$ cat src/rtl/mem_port_arbiter.sv
// mem_port_arbiter: shares the single memory port between instruction fetch
// and the load/store path. One transaction at a time on a req/ack memory bus.
// Data has priority; a starvation counter bounds how long fetch can wait.
// Optional build macro MEM_ARB_MISALIGN_CHK_EN: screens data accesses for
// illegal byte enables or misalignment and answers them locally with d_err.
module mem_port_arbiter #(
   parameter int ADDR_W     = 64,
   parameter int DATA_W     = 64,
   parameter int STARVE_LIM = 4
) (
   input  logic                clk,
   input  logic                rst_n,
   // fetch requester
   input  logic                if_req,
   input  logic [ADDR_W-1:0]   if_addr,
   output logic                if_done,
   output logic [DATA_W-1:0]   if_rdata,
   // load/store requester
   input  logic                d_req,
   input  logic                d_we,
   input  logic [ADDR_W-1:0]   d_addr,
   input  logic [DATA_W-1:0]   d_wdata,
   input  logic [DATA_W/8-1:0] d_be,
   output logic                d_done,
   output logic [DATA_W-1:0]   d_rdata,
   output logic                d_err,
   // memory port
   output logic                m_req,
   output logic                m_we,
   output logic [ADDR_W-1:0]   m_addr,
   output logic [DATA_W-1:0]   m_wdata,
   output logic [DATA_W/8-1:0] m_be,
   input  logic                m_ack,
   input  logic [DATA_W-1:0]   m_rdata,
   // pipeline stall
   output logic                stall
);

   localparam int BE_W  = DATA_W / 8;
   localparam int CNT_W = (STARVE_LIM < 1) ? 1 : $clog2(STARVE_LIM + 1);
   localparam logic [CNT_W-1:0] LIM = CNT_W'(STARVE_LIM);

   typedef enum logic [1:0] {IDLE, IF_BUSY, D_BUSY, D_ERR} state_t;

   state_t           state;
   logic [CNT_W-1:0] starve_cnt;
   logic             if_elig, d_elig, grant_d, grant_if, d_bad;

   // A requester still holding req in its own done cycle is not re-granted
   always_comb begin
      if_elig  = if_req & ~if_done;
      d_elig   = d_req & ~d_done;
      grant_d  = (state == IDLE) & d_elig & ((starve_cnt < LIM) | ~if_elig);
      grant_if = (state == IDLE) & if_elig & ~grant_d;
   end

`ifdef MEM_ARB_MISALIGN_CHK_EN
   logic d_err_q;

   // Natural alignment per access size; any other enable pattern is illegal
   always_comb begin
      d_bad = 1'b1;
      case (d_be)
         BE_W'(8'h01): d_bad = 1'b0;
         BE_W'(8'h03): d_bad = d_addr[0];
         BE_W'(8'h0F): d_bad = |d_addr[1:0];
         BE_W'(8'hFF): d_bad = |d_addr[2:0];
         default:      d_bad = 1'b1;
      endcase
   end

   assign d_err = d_err_q;
`else
   assign d_bad = 1'b0;
   assign d_err = 1'b0;
`endif

   assign stall = (if_req & ~if_done) | (d_req & ~d_done);

   // Starvation counter: counts data wins while fetch is waiting
   always_ff @(posedge clk or negedge rst_n) begin
      if (!rst_n)
         starve_cnt <= '0;
      else if (!if_req || grant_if)
         starve_cnt <= '0;
      else if (grant_d && starve_cnt < LIM)
         starve_cnt <= starve_cnt + CNT_W'(1);
   end

   // Port FSM: grant, hold the registered command until ack, pulse done
   always_ff @(posedge clk or negedge rst_n) begin
      if (!rst_n) begin
         state    <= IDLE;
         m_req    <= 1'b0;
         m_we     <= 1'b0;
         m_addr   <= '0;
         m_wdata  <= '0;
         m_be     <= '0;
         if_done  <= 1'b0;
         d_done   <= 1'b0;
         if_rdata <= '0;
         d_rdata  <= '0;
`ifdef MEM_ARB_MISALIGN_CHK_EN
         d_err_q  <= 1'b0;
`endif
      end else begin
         if_done <= 1'b0;
         d_done  <= 1'b0;
`ifdef MEM_ARB_MISALIGN_CHK_EN
         d_err_q <= 1'b0;
`endif
         unique case (state)
            IDLE: begin
               if (grant_d) begin
                  if (d_bad) begin
                     state <= D_ERR;
                  end else begin
                     state   <= D_BUSY;
                     m_req   <= 1'b1;
                     m_we    <= d_we;
                     m_addr  <= d_addr;
                     m_wdata <= d_wdata;
                     m_be    <= d_be;
                  end
               end else if (grant_if) begin
                  state  <= IF_BUSY;
                  m_req  <= 1'b1;
                  m_we   <= 1'b0;
                  m_addr <= if_addr;
                  m_be   <= '1;
               end
            end
            IF_BUSY: begin
               if (m_ack) begin
                  m_req    <= 1'b0;
                  if_rdata <= m_rdata;
                  if_done  <= 1'b1;
                  state    <= IDLE;
               end
            end
            D_BUSY: begin
               if (m_ack) begin
                  m_req  <= 1'b0;
                  if (!m_we)
                     d_rdata <= m_rdata;
                  d_done <= 1'b1;
                  state  <= IDLE;
               end
            end
            D_ERR: begin
               d_done  <= 1'b1;
`ifdef MEM_ARB_MISALIGN_CHK_EN
               d_err_q <= 1'b1;
`endif
               state   <= IDLE;
            end
            default: state <= IDLE;
         endcase
      end
   end

endmodule

$ cat config.mk
export PLATFORM = sky130hd
export DESIGN_NAME = mem_port_arbiter
export DESIGN_NICKNAME = d
export VERILOG_FILES = /design/src/rtl/mem_port_arbiter.sv
export SDC_FILE = /design/constraint.sdc
export NUM_CORES = 1
export LEC_CHECK = 0
export BUFFER_PORTS_ARGS = -buffer_cell sky130_fd_sc_hd__buf_2
export CORE_AREA = 2 2 208 210
export CTS_CLUSTER_SIZE = 20
export DETAILED_ROUTE_END_ITERATION = 10
export DIE_AREA = 0 0 210 212
export GPL_ROUTABILITY_DRIVEN = 0
export PLACE_DENSITY = 0.53
export SYNTH_ARGS = -nofsm -noshare
export SYNTH_HDL_FRONTEND = slang
export SYNTH_SLANG_ARGS = --single-unit
$ cat constraint.sdc
create_clock -name clk -period 2.6 [get_ports clk]
set_input_delay 0.13 -clock clk [delete_from_list [all_inputs] [get_ports clk]]
set_output_delay 0.13 -clock clk [all_outputs]
set_load 0.03 [all_outputs]
==> results of run 1 <==
per-layer routing:
layer	global-route usage, %	routed length, um	vias to the layer above
met4	8.36	1550	2
met5	0	13	-
met2	30.7	19900	458
met3	5.73	3470	95
li1	-	-	4723
met1	20.6	16200	5000
power by group through the flow:
stage | registers [mW] | logic [mW] | clock network [mW]
2_1_floorplan | 11.6 | 4.05 | 0
3_3_place_gp | 7.44 | 11.9 | 0
3_5_place_dp | 7.47 | 12.0 | 0
4_1_cts | 7.45 | 12.9 | 4.89
5_1_grt | 7.73 | 13.6 | 5.06
6_report | 7.47 | 12.9 | 4.72
registers in the layout, indices dropped and copies added (netlist names):
signal and flops:
d_done 1, d_rdata 64, if_done 1, if_rdata 64, m_addr 64, m_be 8, m_req 1, m_wdata 64
m_we 1, starve_cnt 3, state 2
cells in the final DEF, fill, tap and decap left out, types with 20 or more instances in the layout:
| cell type | n |
|---|---|
| buf_4 | 20 |
| inv_1 | 70 |
| mux2_4 | 49 |
| mux2_2 | 144 |
| dfrtp_1 | 273 |
| nor4_1 | 64 |
| a2111oi_0 | 57 |
| dlygate4sd3_1 | 247 |
| clkbuf_16 | 35 |
| a211oi_1 | 64 |
| buf_2 | 537 |
synthesized netlist by cell type (2+ instances only):
cell         n  share of area, %
dfrtp_1    273                58
mux2_2     144                14
inv_1       70               2.2
a2111oi_0   64               4.8
a211oi_1    64               4.1
nor4_1      64               3.4
mux2_4      49               6.3
buf_2       40               1.7
clkbuf_1    30              0.96
o22a_1       8              0.60
ha_1         6              0.64
buf_8        5              0.64
a21oi_1      3              0.13
nand2_1      3             0.096
o21ai_0      3              0.13
buf_1        2             0.064
buf_4        2              0.13
nand2b_1     2              0.11
nand3b_1     2              0.13
nor3b_1      2              0.13
per-stage QoR:
stage | power, mW | setup slack, ns | hold WS, ns
after floorplan | 15.6 | 0.803 | -0.166
after global placement | 19.3 | 0.487 | 0.135
after detailed placement | 19.4 | 0.500 | 0.135
after CTS | 25.2 | 0.148 | 0.000912
after global routing | 26.4 | 0.0109 | 0.0180
final | 25.1 | 0.142 | 0.0211
layout make-up:
class                           instances  share of cell area [%]
Clock inverter                          6                   0.598
Sequential cell                       273                    36.7
Clock buffer                           51                    5.29
Multi-Input combinational cell        432                    22.5
Tap cell                              546                    3.67
Antenna cell                            2                  0.0269
Inverter                               71                    1.44
Timing Repair Buffer                  816                    29.8
worst max-delay path by stage:
stage	depth (start not counted)	to	from	slack [ns]
final	8	m_addr[50]$_DFFE_PN0P_	state[0]$_DFFE_PN0P_	0.14
after global routing	8	m_addr[55]$_DFFE_PN0P_	state[0]$_DFFE_PN0P_	0.01
after CTS	8	m_addr[57]$_DFFE_PN0P_	state[0]$_DFFE_PN0P_	0.15
after detailed placement	7	m_wdata[63]$_DFFE_PN0P_	state[0]$_DFFE_PN0P_	0.50
after global placement	7	m_addr[58]$_DFFE_PN0P_	state[0]$_DFFE_PN0P_	0.49
after floorplan	7	m_wdata[14]$_DFFE_PN0P_	state[0]$_DFFE_PN0P_	0.80
worst max-delay path, cell delays in order, from the launching register on:
cell,delay (ns)
dfrtp_1,0.39
inv_1,0.13
ha_1,0.16
buf_4,0.15
clkinv_2,0.13
buf_12,0.21
nor4_1,0.47
a211oi_1,0.08
dlygate4sd3_1,0.58
cells by family (layout without fill, tap and decap cells):
| family | after synthesis | in the layout | synth area share [%] |
|---|---|---|---|
| mux | 194 | 194 | 20.3 |
| fa+ha+maj | 6 | 6 | 0.643 |
| xor+xnor | 1 | 1 | 0.0750 |
| simple gates | 82 | 82 | 4.40 |
| flops | 273 | 273 | 58.5 |
| compound gates | 148 | 148 | 10.2 |
| buf+inv | 151 | 944 | 5.89 |
| other cells | 1 | 3 | 0.0321 |
repair_timing:
item	CTS	global route
hold buffers	247	0
hold endpoints to repair	334	0
endpoints found under the setup margin	0	7
gates resized for setup	0	7
buffers inserted	0	0
==> impl_metrics.tcl, run 1 <==
set metrics [dict create \
    core_area_um2 42500 \
    start_util_pct 27.5 \
    r2r_start "state[0]$_DFFE_PN0P_" \
    cts.path.max_buffers 3 \
    endpoint_kind "flip-flop" \
    p_leak_nw 8.80 \
    stdcell_area_um2 18600 \
    synth_nets 1132 \
    grt.total_usage_pct 18.0 \
    hold_depth 3 \
    detailroute.via_count 10300 \
    boundaryPins 540 \
    drive_above_1_share_pct 49.5 \
    powerDensity_nw_per_um2 1350 \
    stdcell_count 2197 \
    die_h_um 212 \
    synth_ff_type "dfrtp_1" \
    regToRegEndpoint "m_addr[50]$_DFFE_PN0P_" \
    maxCapViolCount 0 \
    portBuffers 538 \
    nNetsFinal 1904 \
    grt_max_degree 76 \
    drt_pre_antenna_iters 4 \
    fmax_ghz 0.407 \
    grt_pass1_vias 11200 \
    seq_area_frac_synth_pct 58.5 \
    final-setup-viol-count 0 \
    path_max_fanout 66 \
    die_x_um 210 \
    synth-edff-count 0 \
    clk_latency_ns 0.53 \
    wl_per_cell_um 18.7 \
    synthCells 856 \
    fin_util_pct 43.8 \
    p_int_mw 14.2 \
    hold_end "m_addr[58]$_DFFE_PN0P_" \
    yosys_warnings 0 \
    cts_tree "yes" \
    cts-root-buf "clkbuf_16" \
    fin_crit_ns 2.46 \
    maxSlewHeadroom_pct 41.7 \
    synth_seq_cells 273 \
    antenna_found_initial 2 \
    cp-start-kind "flip-flop" \
    async_flop_share_pct 100 \
    crit_arrival_ns 2.87 \
    switching_share_pct 43.3 \
    synth.avg_cell_area_um2 13.6 \
    pwr-share-comb_pct 51.4 \
    rsz0062_at_grt "false" \
    power_frac_seq_pct 29.8 \
    dp_hpwl_mm 27.4 \
    gr-total-overflow 0 \
    reg2reg_depth 8 \
    num_rows 76 \
    outcome "finished clean" \
    dp.cells 1891 \
    cts_num_sinks 273 \
    grt_pass1_wl_mm 63.4 \
    timing_worst_setup_path_type "flip-flop to flip-flop" \
    first_iter_violations 576 \
    min_from "if_addr[58]" \
    hold_viol_final 0 \
    htreeDepth 2 \
    numCtsBuffers 34 \
    dieArea_um2 44500 \
    clockPowerShare_pct 18.8 \
    ir_drop_uv 815 \
    dpl_cell_area_um2 15000 \
    ys_types 40 \
    synthToLayoutAreaGrowth_pct 59.5 \
    hold_path_class "input pin to flip-flop" \
    totalWireLength_mm 41.1 \
    ant_nets 0 \
    syn_area_um2 11700 \
    finalMaxSlewViolations 0 \
    ff_latch_area_um2 6830 \
    multi_input_area_um2 4200 \
    finalSetupTns_ns 0 \
    clkTransAtPathRegs_ns 0.06 \
    drc 0 \
    finalCritPeriodShare_pct 94.5 \
    p_switching_mw 10.9 \
    viasPerCell 4.68 \
    nFillCells 3920 \
    clock_skew_ns 0.0215 \
    worstMarginPinSlew_ns 0.852 \
    r2r_slack_ns 0.14 \
    required_ns 3.01 \
]
No activity file was read; power rests on OpenSTA's default activity.
==> run 2: changes to the inputs <==
--- a/config.mk
+++ b/config.mk
@@ -12,6 +12,7 @@
 export DIE_AREA = 0 0 210 212
 export GPL_ROUTABILITY_DRIVEN = 0
 export PLACE_DENSITY = 0.53
+export RECOVER_POWER = 50
 export SYNTH_ARGS = -nofsm -noshare
 export SYNTH_HDL_FRONTEND = slang
 export SYNTH_SLANG_ARGS = --single-unit
==> run 2 against run 1 <==
Net effect: the flow now finishes with violations (max-capacitance violations, max-slew violations); wire length grew 0.14%; critical path type unchanged; global-route usage did not move; critical endpoint is now m_addr[57]$_DFFE_PN0P_; fmax increased by 0.32%.
==> impl_metrics.tcl, run 2 (synthesis results as in run 1) <==
set metrics [dict create \
    outcome "finished with violations" \
    violations "max-capacitance violations, max-slew violations" \
    drt_pre_antenna_iters 6 \
    clock_skew_ns 0.0230 \
    htreeDepth 2 \
    maxSlewHeadroom_pct -19.9 \
    clk_latency_ns 0.53 \
    cts_num_sinks 273 \
    die_x_um 210 \
    clkTransAtPathRegs_ns 0.06 \
    portBuffers 538 \
    gr-total-overflow 0 \
    numCtsBuffers 34 \
    nNetsFinal 1904 \
    cts_tree "yes" \
    hold_path_class "input pin to flip-flop" \
    grt_max_degree 76 \
    fin_ws_ns 0.150 \
    ff_latch_area_um2 6830 \
    synthToLayoutAreaGrowth_pct 57.9 \
    r2r_start "state[0]$_DFFE_PN0P_" \
    detailroute.via_count 10300 \
    final_cell_mix "buf_2, dfrtp_1, dlygate4sd3_1" \
    drive_above_1_share_pct 41.5 \
    cts.path.max_buffers 3 \
    path_max_fanout 66 \
    boundaryPins 540 \
    finalMaxSlewViolations 70 \
    endpoint_kind "flip-flop" \
    worstMarginPinSlew_ns 1.80 \
    grt_pass1_wl_mm 63.4 \
    final-setup-viol-count 0 \
    viasPerCell 4.69 \
    p_leak_nw 8.43 \
    hold_viol_final 0 \
    finalCritPeriodShare_pct 94.2 \
    met2_length_mm 20.0 \
    drc 0 \
    startpoint "state[0]$_DFFE_PN0P_" \
    rsz0062_at_grt "false" \
    core_area_um2 42500 \
    cts-root-buf "clkbuf_16" \
    stdcell_area_um2 18400 \
    die_h_um 212 \
    crit_arrival_ns 2.86 \
    multi_input_area_um2 4200 \
    highest_layer "met5" \
    finalSetupTns_ns 0 \
    fmax_ghz 0.408 \
    dp_slack_ns 0.500 \
    min_from "if_addr[58]" \
    num_rows 76 \
    start_util_pct 27.5 \
    ir_drop_uv 801 \
    grt.total_usage_pct 18.0 \
    first_iter_violations 580 \
    wl_met1_mm 16.2 \
    antenna_found_initial 2 \
    dp_hpwl_mm 27.4 \
    dieArea_um2 44500 \
    cp-start-kind "flip-flop" \
    maxCapViolCount 1 \
    timing_worst_setup_path_type "flip-flop to flip-flop" \
    totalWireLength_mm 41.2 \
    dpl_cell_area_um2 15000 \
    wl_per_cell_um 18.7 \
    met3WireLength_mm 3.40 \
    powerDensity_nw_per_um2 1350 \
    total_power_mw 24.8 \
    grt_pass1_vias 11200 \
    fin_crit_ns 2.45 \
    final_common_cell "buf_2" \
    ant_nets 0 \
    nFillCells 4000 \
    required_ns 3.01 \
]
[run 2: metal layers]
layer / vias up / track usage (%)
met2: 451 / 30.7
met1: 5025 / 20.6
met4: 2 / 8.36
met3: 95 / 5.73
li1: 4722 / -
met5: - / 0
[run 2: area by class of cell]
type                       count  share of cell area [%]
timing repair buffer         816                    29.0
antenna                        2                  0.0271
inverter                      71                    1.45
clock buffer                  51                    5.35
sequential                   273                    37.0
clock inverter                 6                   0.604
multi-input combinational    432                    22.8
tap                          546                    3.70
[run 2: worst max-delay path, stage by stage (launching register included)]
cell,delay [ns]
dfrtp_1,0.39
inv_1,0.13
ha_1,0.16
buf_4,0.15
clkinv_2,0.13
buf_12,0.21
a2111oi_1,0.43
a211oi_1,0.10
dlygate4sd3_1,0.58
[run 2: final timing paths]
kind	depth (start not counted)	endpoint	slack, ns
max in group asynchronous	3	m_addr[42]$_DFFE_PN0P_	0.46
min in group asynchronous	2	if_rdata[40]$_DFFE_PN0P_	0.63
hold / removal	3	m_addr[58]$_DFFE_PN0P_	0.02
setup reg to reg	8	m_addr[57]$_DFFE_PN0P_	0.15
setup / recovery	8	m_addr[57]$_DFFE_PN0P_	0.15
hold reg to reg	1	m_be[7]$_DFFE_PN0P_	0.49
[run 2: power breakdown]
group	total [mW]	leakage, nW	switching [mW]	internal (mW)
logic	12.6	4.71	7.95	4.65
registers	7.51	3.19	1.14	6.37
clock network	4.72	0.531	1.81	2.91
total	24.8	8.43	10.9	13.9
[run 2: metrics by stage]
step	instances	utilization [%]	hold slack, ns
5_1_grt	2195	43.4	0.0180
4_1_cts	2195	43.8	0.000912
3_5_place_dp	1891	35.4	0.135
6_report	2197	43.4	0.0209
2_1_floorplan	856	-	-0.166
3_3_place_gp	1891	35.4	0.135
[run 2: timing repair]
action	4_1_cts	5_1_grt
hold buffers	247	0
setup endpoints to repair	0	7
setup buffers	0	0
hold endpoints to repair	334	0
gates resized for setup	0	7
==> run 3: changes to the inputs <==
--- a/config.mk
+++ b/config.mk
@@ -6,10 +6,10 @@
 export NUM_CORES = 1
 export LEC_CHECK = 0
 export BUFFER_PORTS_ARGS = -buffer_cell sky130_fd_sc_hd__buf_2
-export CORE_AREA = 2 2 208 210
+export CORE_AREA = 4 4 210 212
 export CTS_CLUSTER_SIZE = 20
 export DETAILED_ROUTE_END_ITERATION = 10
-export DIE_AREA = 0 0 210 212
+export DIE_AREA = 0 0 214 216
 export GPL_ROUTABILITY_DRIVEN = 0
 export PLACE_DENSITY = 0.53
 export RECOVER_POWER = 50
==> run 3 against run 2 <==
Net effect: the run still ends with max-capacitance violations, max-slew violations left; critical endpoint is now m_addr[54]$_DFFE_PN0P_; register-to-register slack worse by 0.12 ns; die area is 3.8% higher; utilization is 1.1 points higher; combinational power hardly changed; cell area is 1.2% higher; largest power group unchanged; critical path depth is 1 lower; wire length is 3.6% higher; global-route usage is 0.086 points higher; power is 1.2% higher; highest routed layer unchanged; clock-buffer cell count is 6 lower.
==> impl_metrics.tcl, run 3 (synthesis results as in run 1) <==
set metrics [dict create \
    outcome "finished with violations" \
    violations "max-capacitance violations, max-slew violations" \
    htreeDepth 2 \
    dieArea_um2 46200 \
    gr-total-overflow 0 \
    cts_num_sinks 273 \
    cts_tree "yes" \
    ff_latch_area_um2 6830 \
    power_frac_seq_pct 30.0 \
    first_iter_violations 622 \
    reg2reg_depth 7 \
    crit_chain "inv_1, ha_2, clkinv_2, buf_12, a2111oi_2, a211oi_1, dlygate4sd3_1" \
    p_switching_mw 11.0 \
    endpoint_kind "flip-flop" \
    slowest_stage "dlygate4sd3_1" \
    antenna_found_initial 5 \
    cts.path.max_buffers 3 \
    numCtsBuffers 35 \
    fin_crit_ns 2.57 \
    switching_share_pct 43.9 \
    grt.total_usage_pct 18.1 \
    final_common_cell "buf_2" \
    clkTransAtPathRegs_ns 0.06 \
    drive_above_1_share_pct 41.6 \
    crit_buf_inv 4 \
    r2r_slack_ns 0.03 \
    p_leak_nw 8.49 \
    final_cell_mix "buf_2, dfrtp_1, dlygate4sd3_1" \
    fin_ws_ns 0.0272 \
    maxCapViolCount 1 \
    totalWireLength_mm 42.7 \
    synthToLayoutAreaGrowth_pct 59.7 \
    detailroute.via_count 10600 \
    die_h_um 216 \
    start_util_pct 27.8 \
    maxSlewHeadroom_pct -36.6 \
    dp_slack_ns 0.333 \
    regToRegEndpoint "m_addr[54]$_DFFE_PN0P_" \
    grt_pass1_wl_mm 67.9 \
    die_x_um 214 \
    grt_pass1_vias 11700 \
    r2r_start "state[0]$_DFFE_PN0P_" \
    hold_depth 3 \
    total_power_mw 25.1 \
    fin_hold_ws_ns 0.0269 \
    powerDensity_nw_per_um2 1350 \
    crit_family "buffers and inverters" \
    multi_input_area_um2 4230 \
    cts-root-buf "clkbuf_16" \
    finalCritPeriodShare_pct 99.0 \
    fmax_ghz 0.389 \
    finalMaxSlewViolations 83 \
    clk_latency_ns 0.52 \
    boundaryPins 540 \
    hold_path_class "input pin to flip-flop" \
    worstMarginPinSlew_ns 2.05 \
    pwr-share-comb_pct 51.1 \
    clock_skew_ns 0.0111 \
    cp-start-kind "flip-flop" \
    stdcell_count 2204 \
    dp_hpwl_mm 28.4 \
    dp.cells 1879 \
    nNetsFinal 1917 \
    hold_end "m_addr[61]$_DFFE_PN0P_" \
    p_int_mw 14.1 \
    viasPerCell 4.81 \
    portBuffers 538 \
    ant_nets 0 \
    core_area_um2 41900 \
    slowest_delay_ns 0.60 \
    crit_arrival_ns 2.96 \
    timing_worst_setup_path_type "flip-flop to flip-flop" \
    ir_drop_uv 792 \
    fin_util_pct 44.5 \
    clockPowerShare_pct 18.9 \
    wl_per_cell_um 19.4 \
    num_rows 75 \
    grt_max_degree 132 \
    min_from "if_addr[61]" \
    hold_viol_final 0 \
    final-setup-viol-count 0 \
    nFillCells 3919 \
    post-cts-setup-buffers 0 \
    path_max_fanout 131 \
    required_ns 2.99 \
    drc 0 \
    drt_pre_antenna_iters 5 \
]
run 3: cell count changes in the layout (fill, tap and decap cells not counted), sizes merged:
cell         previous run  this run
diode                   2         3
dlygate4sd3           247       264
clkinv                  2         7
clkbuf                188       177
inv                    71        73
run 3: final cells by class:
type | instances | area share (%)
Sequential cell | 273 | 36.6
Multi-Input combinational cell | 432 | 22.7
Clock inverter | 13 | 0.825
Clock buffer | 45 | 5.17
Timing Repair Buffer | 828 | 29.6
Antenna cell | 3 | 0.0402
Inverter | 71 | 1.44
Tap cell | 539 | 3.62
run 3: worst min-delay path, cell delays in order:
cell	delay (ns)
buf_2	0.08
a2111oi_0	0.05
a211oi_1	0.23
run 3: worst max-delay path by stage:
stage / startpoint / endpoint / slack (ns) / cells after the start
finish: state[0]$_DFFE_PN0P_ / m_addr[54]$_DFFE_PN0P_ / 0.03 / 7
global route: state[0]$_DFFE_PN0P_ / m_addr[46]$_DFFE_PN0P_ / -0.09 / 7
CTS: state[0]$_DFFE_PN0P_ / m_addr[55]$_DFFE_PN0P_ / 0.03 / 7
detailed placement: state[0]$_DFFE_PN0P_ / m_addr[57]$_DFFE_PN0P_ / 0.33 / 6
global placement: state[0]$_DFFE_PN0P_ / m_addr[57]$_DFFE_PN0P_ / 0.39 / 6
floorplan: state[0]$_DFFE_PN0P_ / m_wdata[14]$_DFFE_PN0P_ / 0.80 / 7
run 3: routing by layer:
metal	up-vias	track usage (%)	wire (um)
met2	500	31.1	21100
met4	6	8.06	1790
met5	-	0	41
met3	127	5.70	3340
li1	4762	-	-
met1	5209	20.8	16400
run 3: timing repair:
action / 4_1_cts / 5_1_grt
hold buffers: 264 / 0
resized for setup: 0 / 20
setup endpoints to repair: 0 / 50
endpoints found under the hold margin: 349 / 0
run 3: through the flow:
step,setup TNS (ns),instance area [um^2]
6_report,0,18700
4_1_cts,0,18800
5_1_grt,-0.604,18700
3_3_place_gp,0,15000
2_1_floorplan,0,11700
3_5_place_dp,0,15000
run 3: power groups by stage:
stage                     Combinational [mW]  Clock (mW)  Sequential (mW)
after floorplan                         4.05           0             11.6
after global placement                  11.9           0             7.47
after detailed placement                12.0           0             7.52
after CTS                               13.1        4.94             7.51
after global routing                    13.6        5.11             7.81
final                                   12.8        4.75             7.54
